### src/rtl/sipo_pkg.sv
// Shared constants and helpers for the serial-in / parallel-out capture block.
package sipo_pkg;

    // Default number of serial bits per captured word.
    localparam int unsigned WIDTH_DEF = 8;

    // Holding-register state encodings.
    localparam logic ST_EMPTY = 1'b0;
    localparam logic ST_FULL  = 1'b1;

    // Width of the partial-word bit counter; never narrower than one bit.
    function automatic int unsigned cnt_w(input int unsigned width);
        return (width <= 2) ? 1 : $clog2(width);
    endfunction

endpackage

### src/rtl/sipo_shift_core.sv
// Shift register and bit counter. Flags the completing bit with a one-cycle
// word_done pulse and presents the completed word alongside it.
module sipo_shift_core
    import sipo_pkg::*;
#(
    parameter int unsigned WIDTH = WIDTH_DEF
) (
    input  logic                       clk,
    input  logic                       rst,
    input  logic                       din,
    input  logic                       din_en,
    input  logic                       sync_clr,
    output logic [WIDTH-1:0]           word,
    output logic                       word_done,
    output logic [cnt_w(WIDTH)-1:0]    bit_cnt
);

    localparam int unsigned CW = cnt_w(WIDTH);
    localparam logic [CW-1:0] LAST = CW'(WIDTH - 1);

    // Only WIDTH-1 bits need storing: the oldest bit falls out on every shift,
    // and the full word is formed with the incoming bit on the completing edge.
    logic [WIDTH-2:0] r_shift;
    logic [CW-1:0]    r_cnt;
    logic             w_last;

    assign w_last    = (r_cnt == LAST);
    assign word      = {r_shift, din};
    assign word_done = din_en & ~sync_clr & w_last;
    assign bit_cnt   = r_cnt;

    // Shift in accepted bits MSB-first; counter wraps to 0 on the completing bit.
    always_ff @(posedge clk or negedge rst) begin
        if (!rst) begin
            r_shift <= '0;
            r_cnt   <= '0;
        end else if (sync_clr) begin
            r_shift <= '0;
            r_cnt   <= '0;
        end else if (din_en) begin
            r_shift <= word[WIDTH-2:0];
            r_cnt   <= w_last ? '0 : r_cnt + CW'(1);
        end
    end

endmodule

### src/rtl/sipo_capture.sv
// Serial-in / parallel-out capture with a single holding register, ready/valid
// output handshake and a sticky overrun flag for dropped words.
module sipo_capture
    import sipo_pkg::*;
#(
    parameter int unsigned WIDTH = WIDTH_DEF
) (
    input  logic                       clk,
    input  logic                       rst,
    input  logic                       din,
    input  logic                       din_en,
    input  logic                       sync_clr,
    input  logic                       out_ready,
    output logic [WIDTH-1:0]           dout,
    output logic                       out_valid,
    output logic                       overrun,
    output logic [cnt_w(WIDTH)-1:0]    bit_cnt
);

    logic [WIDTH-1:0] w_word;
    logic             w_done;

    logic             r_state;
    logic [WIDTH-1:0] r_dout;
    logic             r_overrun;

    logic             w_state_d;
    logic [WIDTH-1:0] w_dout_d;
    logic             w_overrun_d;

    sipo_shift_core #(
        .WIDTH (WIDTH)
    ) u_core (
        .clk       (clk),
        .rst       (rst),
        .din       (din),
        .din_en    (din_en),
        .sync_clr  (sync_clr),
        .word      (w_word),
        .word_done (w_done),
        .bit_cnt   (bit_cnt)
    );

    // Holding register next state: load when empty or being drained, else drop
    // the new word and flag overrun. sync_clr never coincides with w_done.
    always_comb begin
        w_state_d   = r_state;
        w_dout_d    = r_dout;
        w_overrun_d = r_overrun;
        if (sync_clr) begin
            w_overrun_d = 1'b0;
        end
        if (w_done) begin
            if ((r_state == ST_EMPTY) || out_ready) begin
                w_dout_d  = w_word;
                w_state_d = ST_FULL;
            end else begin
                w_overrun_d = 1'b1;
            end
        end else if ((r_state == ST_FULL) && out_ready) begin
            w_state_d = ST_EMPTY;
        end
    end

    // Register holding state, word and overrun flag.
    always_ff @(posedge clk or negedge rst) begin
        if (!rst) begin
            r_state   <= ST_EMPTY;
            r_dout    <= '0;
            r_overrun <= 1'b0;
        end else begin
            r_state   <= w_state_d;
            r_dout    <= w_dout_d;
            r_overrun <= w_overrun_d;
        end
    end

    assign dout      = r_dout;
    assign out_valid = (r_state == ST_FULL);
    assign overrun   = r_overrun;

endmodule

### config.mk
export PLATFORM = sky130hd
export DESIGN_NAME = sipo_capture
export DESIGN_NICKNAME = d
export VERILOG_FILES = /design/src/rtl/sipo_pkg.sv /design/src/rtl/sipo_shift_core.sv /design/src/rtl/sipo_capture.sv
export SDC_FILE = /design/constraint.sdc
export NUM_CORES = 1
export LEC_CHECK = 0
export ABC_AREA = 1
export BUFFER_PORTS_ARGS = -buffer_cell sky130_fd_sc_hd__buf_4
export CAP_MARGIN = 20
export CORE_ASPECT_RATIO = 1.2
export CORE_MARGIN = 2
export CORE_UTILIZATION = 25
export CTS_BUF_LIST = sky130_fd_sc_hd__clkbuf_16
export CTS_CLUSTER_SIZE = 16
export DETAILED_ROUTE_END_ITERATION = 10
export PLACE_DENSITY = 0.54
export REMOVE_ABC_BUFFERS = 1
export SYNTH_ARGS = -nofsm -noshare
export SYNTH_HDL_FRONTEND = slang
export SYNTH_SLANG_ARGS = --single-unit
### constraint.sdc
create_clock -name clk -period 3.7 [get_ports clk]
set_clock_uncertainty 0.15 [all_clocks]
set_input_delay 0.185 -clock clk [delete_from_list [all_inputs] [get_ports clk]]
set_output_delay 0.185 -clock clk [all_outputs]
set_load 0.03 [all_outputs]
Word level (Yosys, flattened, before mapping)

Cells that the tools add are included.

Bits in registers: 20
Input port bits: 6
Output and inout bits: 13
Logic and storage cells: 29

Add/sub/neg operators: 1
Eq/ne operators: 2
Multiplexer cells: 11
Bitwise logic cells: 4
Reductions and logical operators: 6

Operators by type and width:

| cell                                                           | count |
|---|---|
| 7-bit 2-to-1 mux                                               | 2 |
| 3-bit 2-to-1 mux                                               | 3 |
| 1-bit 2-to-1 mux                                               | 6 |
| 2-bit AND reduction                                            | 2 |
| 2-bit nonzero test                                             | 2 |
| 3-bit by 1-bit adder with 3-bit output (second input constant) | 1 |
| 3-bit equality test (second input constant)                    | 1 |
| 1-bit AND                                                      | 2 |
| 2-bit != test (second input constant)                          | 1 |
| 1-bit NOT                                                      | 2 |
| 1-bit logical AND                                              | 1 |
| 1-bit logical OR                                               | 1 |

Logic depth before layout (Yosys ltp)

Depth in word-level cells: 5
Depth in mapped cells: 6
Gate-level depth less buffers: 5

By module

A second synthesis with hierarchy kept.

Cell total of the unflattened synthesis: 93
Area, all modules: 924.6 um^2

Modules (own cells, without submodules):

| module          | times used | cells each | area an instance (um^2) | seq. area each (um^2) |
|---|---|---|---|---|
| sipo_capture    | 1          | 43         | 474.2                   | 250.2 |
| sipo_shift_core | 1          | 50         | 450.4                   | 250.2 |

Worst setup path before layout

Ideal clock, no wire load.

Path kind: register to register
Start point: reg u_core.r_cnt[0], in the netlist u_core.bit_cnt[0]
End point: reg r_overrun, in the netlist overrun
Library setup time: 0.128 ns
Data arrival time: 1.230 ns
Data required time: 3.422 ns
Path slack: 2.192 ns
Cell stages (with the launch flop): 6
Path buffers: 1
Clock period less this slack: 1.508 ns
Cell sequence: dfrtp_1 > ha_1 > ha_1 > buf_2 > nand2_1 > o21ai_0

Longest elaborated chain between the ends: 3

Ends and longest elaborated chain:

| what                   | RTL line              | source |
|---|---|---|
| from (decl)            | sipo_shift_core.sv:24 | `logic [CW-1:0] r_cnt;` |
| from (signal assigned) | sipo_shift_core.sv:42 | `r_cnt <= w_last ? '0 : r_cnt + CW'(1);` |
| 3-bit equality test    | sipo_shift_core.sv:27 | `assign w_last = (r_cnt == LAST);` |
| 1-bit AND              | sipo_shift_core.sv:29 | `assign word_done = din_en & ~sync_clr & w_last;` |
| 1-bit 2-to-1 mux       | sipo_capture.sv:53    | `if (w_done) begin` |
| via w_overrun_d        | sipo_capture.sv:29    | `logic w_overrun_d;` |
| to (signal assigned)   | sipo_capture.sv:74    | `r_overrun <= w_overrun_d;` |
| to (decl)              | sipo_capture.sv:25    | `logic r_overrun;` |

The timed path passes the listed nets, and every way through them passes these cells.
A chain may end at the register's enable or synchronous reset.

Final worst setup path

Start point: reg u_core.r_cnt[0], in the netlist u_core.bit_cnt[0]
End point: reg r_dout[3], in the netlist dout[3]

Longest elaborated chain between the ends: 3

Ends and longest elaborated chain:

| what                          | RTL line              | source |
|---|---|---|
| 3-bit equality test           | sipo_shift_core.sv:27 |  |
| 1-bit AND                     | sipo_shift_core.sv:29 |  |
| 2-bit AND reduction (no line) | n/a                   |  |
| to (signal assigned)          | sipo_capture.sv:73    | `r_dout <= w_dout_d;` |
| to (decl)                     | sipo_capture.sv:24    | `logic [WIDTH-1:0] r_dout;` |

No other way between the ends.

==> results.md <==
STA:
- The share of the cycle needed by the critical path after routing is 42.1%.
- Setup repair after global routing left no endpoint under its margin.
- The hold violation total from the final report is 0.
- For the pin with the worst max-slew slack, the measured transition is 346 ps.
- The total setup violations reported at the end of the flow is 0.
- The worst-case headroom to the max-slew limit is 76.9%.
- The accumulated negative setup slack is 0 ps.
- The minimum clock period after layout is 1560 ps.
- The final worst hold slack is 16.1 ps.
- The maximum clock rate is 642 MHz.
- After layout, the worst setup slack is 2140 ps.
- The total count of max-transition violations in the final report came to 0.

Yosys:
- The fraction of the mapped netlist area in simple logic gates is 24.5%.
- The post-synthesis xor/xnor area fraction is 0%.
- The sequential element share of the synthesized area is 60.2%.
- Ranked by total cell area, the synthesized netlist is headed by sky130_fd_sc_hd__dfrtp_1 60%, sky130_fd_sc_hd__nand2_1 13%, sky130_fd_sc_hd__nand4_1 6.0%.
- The combinational family with the most area after synthesis is simple AND/OR/NAND/NOR gates.
- The netlist area before placement is 831 µm².
- The count of warnings emitted by yosys is 0.
- The share of synthesized area in the top cell type comes to 60.2%.
- The adder and majority gate portion of the synthesized area is 3.01%.
- In the synthesized netlist, the number of instances is 86.
- Of the post-synthesis cell area, the part taken by muxes is 0%.
- The synthesized area per cell is 9.66 µm².
- The number of storage elements in the synthesis netlist is 20.
- The top cell type by total area after synthesis is sky130_fd_sc_hd__dfrtp_1.
- Counting distinct cell types in the post-synthesis netlist gives 14.
- Summing the areas of all compound-gate instances in the mapped netlist gives 5.57% of the synthesized area.

Job:
- The number of max-capacitance violations reported is 0.

Critical path:
- STA puts the critical path data arrival time at 1550 ps.
- The most critical setup path has its startpoint at u_core.bit_cnt[0]$_DFFE_PN0P_.
- The worst setup path is captured at a flip-flop.
- The worst setup path is launched from a flip-flop.
- The slowest stage cell on the critical path is sky130_fd_sc_hd__dfrtp_1.
- The launch point of the worst reg-to-reg path is u_core.bit_cnt[0]$_DFFE_PN0P_.
- The largest stage delay on the critical path is 390 ps.
- The endpoint required time on the critical path is 3690 ps.
- The critical path goes through ha_1 -> ha_1 -> nand3_2 -> nand2_1 -> nand2_1.
- The critical path in this run is classified as reg2reg.
- Along the worst path, the maximum fanout reaches 11.

Drt:
- The first detailed-routing pass took 4 iterations.
- The post-route antenna net violation count is 0.
- The average wire per cell in the routed design is 11.3 µm.
- Summed over all layers, the routed wires come to 1610 µm.
- The routed layout has 625 vias.
- For this run, design rule violations remaining after detail routing come to 0.
- The via density per instance is 4.40.
- The detailed router finished its first iteration with 17 violations.

Power:
- Combinational logic is responsible for 6.2% of the overall power.
- The worst ir drop on vdd is 242 µV.
- Dividing total power by cell area gives a power density of 441 nW/µm².
- The switching power share of the total is 21.0%.
- Internal power comes to 376 µW.
- The share of power burned in the clock network is 46.7%.
- The total net switching power is 100 µW.
- Summed over all cells, the static leakage comes to 0.573 nW.
- The portion of total power attributed to sequential cells is 47.2%.

Cells and area:
- 0 antenna diodes ended up in the layout.
- Fill cells in the final layout number 317.
- The final non-filler cell area is 1080 µm².
- The area added between synthesis and finish is 29.8%.
- The net count of the finished layout is 115.
- Leaving out fill and tap cells, the most frequent cell in the layout is sky130_fd_sc_hd__nand2_1.
- Leaving out fill and tap cells, the most frequent cells in the layout are 29 x sky130_fd_sc_hd__nand2_1, 20 x sky130_fd_sc_hd__dfrtp_1, 18 x sky130_fd_sc_hd__buf_4, 8 x sky130_fd_sc_hd__inv_1, 8 x sky130_fd_sc_hd__nand4_1.
- The fraction of final layout cells with drive strength greater than 1 is 22.6%.

GRT:
- The total global routing track utilization is 9.95%.
- The number of global-route vias before repair came to 610.
- The total overflow left after global routing is 0.
- The global-route wire length before repair is 2790 µm.
- The initial antenna violation count is 0.
- The largest net degree at the start of global routing is 21.

Hold path:
- The type of the most critical hold path is in2reg.
- The startpoint of the tightest hold check path is din.

Floorplan:
- The number of ports placed on the die boundary is 19.
- The die width is 56.6 µm.
- In this run the vertical extent of the chip is 67.2 µm.
- The area of the die is 3800 µm².
- The initial utilization of the core area, before any placement, comes to 26.7%.
- The area of the core region is 3110 µm².
- The number of cell rows is 22.

Placed design:
- Port buffering added 18 buffers.
- Timing analysis after detailed placement gives a worst setup slack of 2150 ps.
- The placed cell area is 990 µm².
- Routability-driven placement finished with a final weighted congestion of 0.631.
- The post-detailed-placement half-perimeter wirelength is 1200 µm.

CTS:
- Clock tree synthesis found a total of 20 sinks.
- The number of levels in the clock H-tree is 1.
- The root buffer cell is sky130_fd_sc_hd__clkbuf_16.
- After clock tree synthesis, the flow added hold-fix buffers numbering 1.
- After clock tree synthesis, the clock-pin slew on the worst setup and hold paths is 60 ps.
- TritonCTS built the clock tree.
- The number of CTS-inserted buffers is 3.
- Clock latency on the worst-skew pair, taken at its later pin, is 250 ps.
- The clock passes through at most 2 buffers.
- The post-CTS setup-driven buffer insertion count is 0.
- The count of instances resized after the clock tree is built is 0.

Run status:
- The run finished with clean final reports.
worst max-delay path: cells and delay by family, from the launching register on:
| family | cells | cell delay (ps) |
|---|---|---|
| flops | 1 | 390 |
| fa+ha+maj | 2 | 530 |
| simple gates | 3 | 370 |
final timing paths:
path | endpoint | slack [ps] | cells past startpoint
hold / removal | u_core.r_shift[0]$_DFFE_PN0P_ | 20 | 3
hold reg to reg | dout[2]$_DFFE_PN0P_ | 320 | 2
setup / recovery | dout[3]$_DFFE_PN0P_ | 2140 | 5
setup reg to reg | dout[3]$_DFFE_PN0P_ | 2140 | 5
max in group asynchronous | dout[3]$_DFFE_PN0P_ | 2980 | 2
min in group asynchronous | u_core.bit_cnt[1]$_DFFE_PN0P_ | 200 | 2
Yosys cell counts:
master / number
sky130_fd_sc_hd__nand3_2: 1
sky130_fd_sc_hd__inv_1: 8
sky130_fd_sc_hd__buf_6: 1
sky130_fd_sc_hd__nor2_4: 1
sky130_fd_sc_hd__o21ai_0: 3
sky130_fd_sc_hd__inv_2: 1
sky130_fd_sc_hd__ha_1: 2
sky130_fd_sc_hd__dfrtp_1: 20
sky130_fd_sc_hd__nand3_1: 4
sky130_fd_sc_hd__nand4_1: 8
sky130_fd_sc_hd__nor2_1: 1
sky130_fd_sc_hd__nand2_1: 29
sky130_fd_sc_hd__o22ai_1: 5
sky130_fd_sc_hd__buf_2: 2
through the flow:
stage | instances | power, mW | utilization [%]
after global routing | 142 | 0.496 | 34.7
after global placement | 137 | 0.257 | 31.8
final | 142 | 0.476 | 34.7
after CTS | 142 | 0.478 | 34.7
after floorplan | 83 | 0.242 | -
after detailed placement | 137 | 0.258 | 31.8
cell type report:
cell class | instances | area (µm²) | area share [%]
inverters | 9 | 33.8 | 3.13
well taps | 36 | 45.0 | 4.18
clock inverters | 1 | 3.75 | 0.348
flip-flops and latches | 20 | 500 | 46.4
repair buffers | 19 | 145 | 13.5
multi-input cells | 54 | 275 | 25.5
clock buffers | 3 | 75.1 | 6.96
registers in the layout, indices dropped and copies added (netlist names):
signal,cells
overrun,1
dout,8
u_core.bit_cnt,3
u_core.r_shift,7
out_valid,1
cells by family (layout without fill, tap and decap cells):
kind of cell,count (synthesis),count (layout)
flops,20,20
compound gates,8,8
fa+ha+maj,2,2
simple gates,44,44
buf+inv,12,32
routing by layer:
metal | up-vias | track usage (%) | part of all wire, %
li1 | 329 | - | -
met5 | - | 0 | 0
met3 | 4 | 2.87 | 3.9
met2 | 11 | 15.0 | 49
met1 | 281 | 12.2 | 45
met4 | 0 | 7.14 | 2.4
power groups by stage:
stage	Combinational, mW	Clock (mW)	Sequential [mW]
6_report	0.0294	0.222	0.225
5_1_grt	0.0329	0.238	0.225
4_1_cts	0.0301	0.224	0.225
3_5_place_dp	0.0291	0	0.228
3_3_place_gp	0.0288	0	0.228
2_1_floorplan	0.0103	0	0.232
No activity file was read; power rests on OpenSTA's default activity.
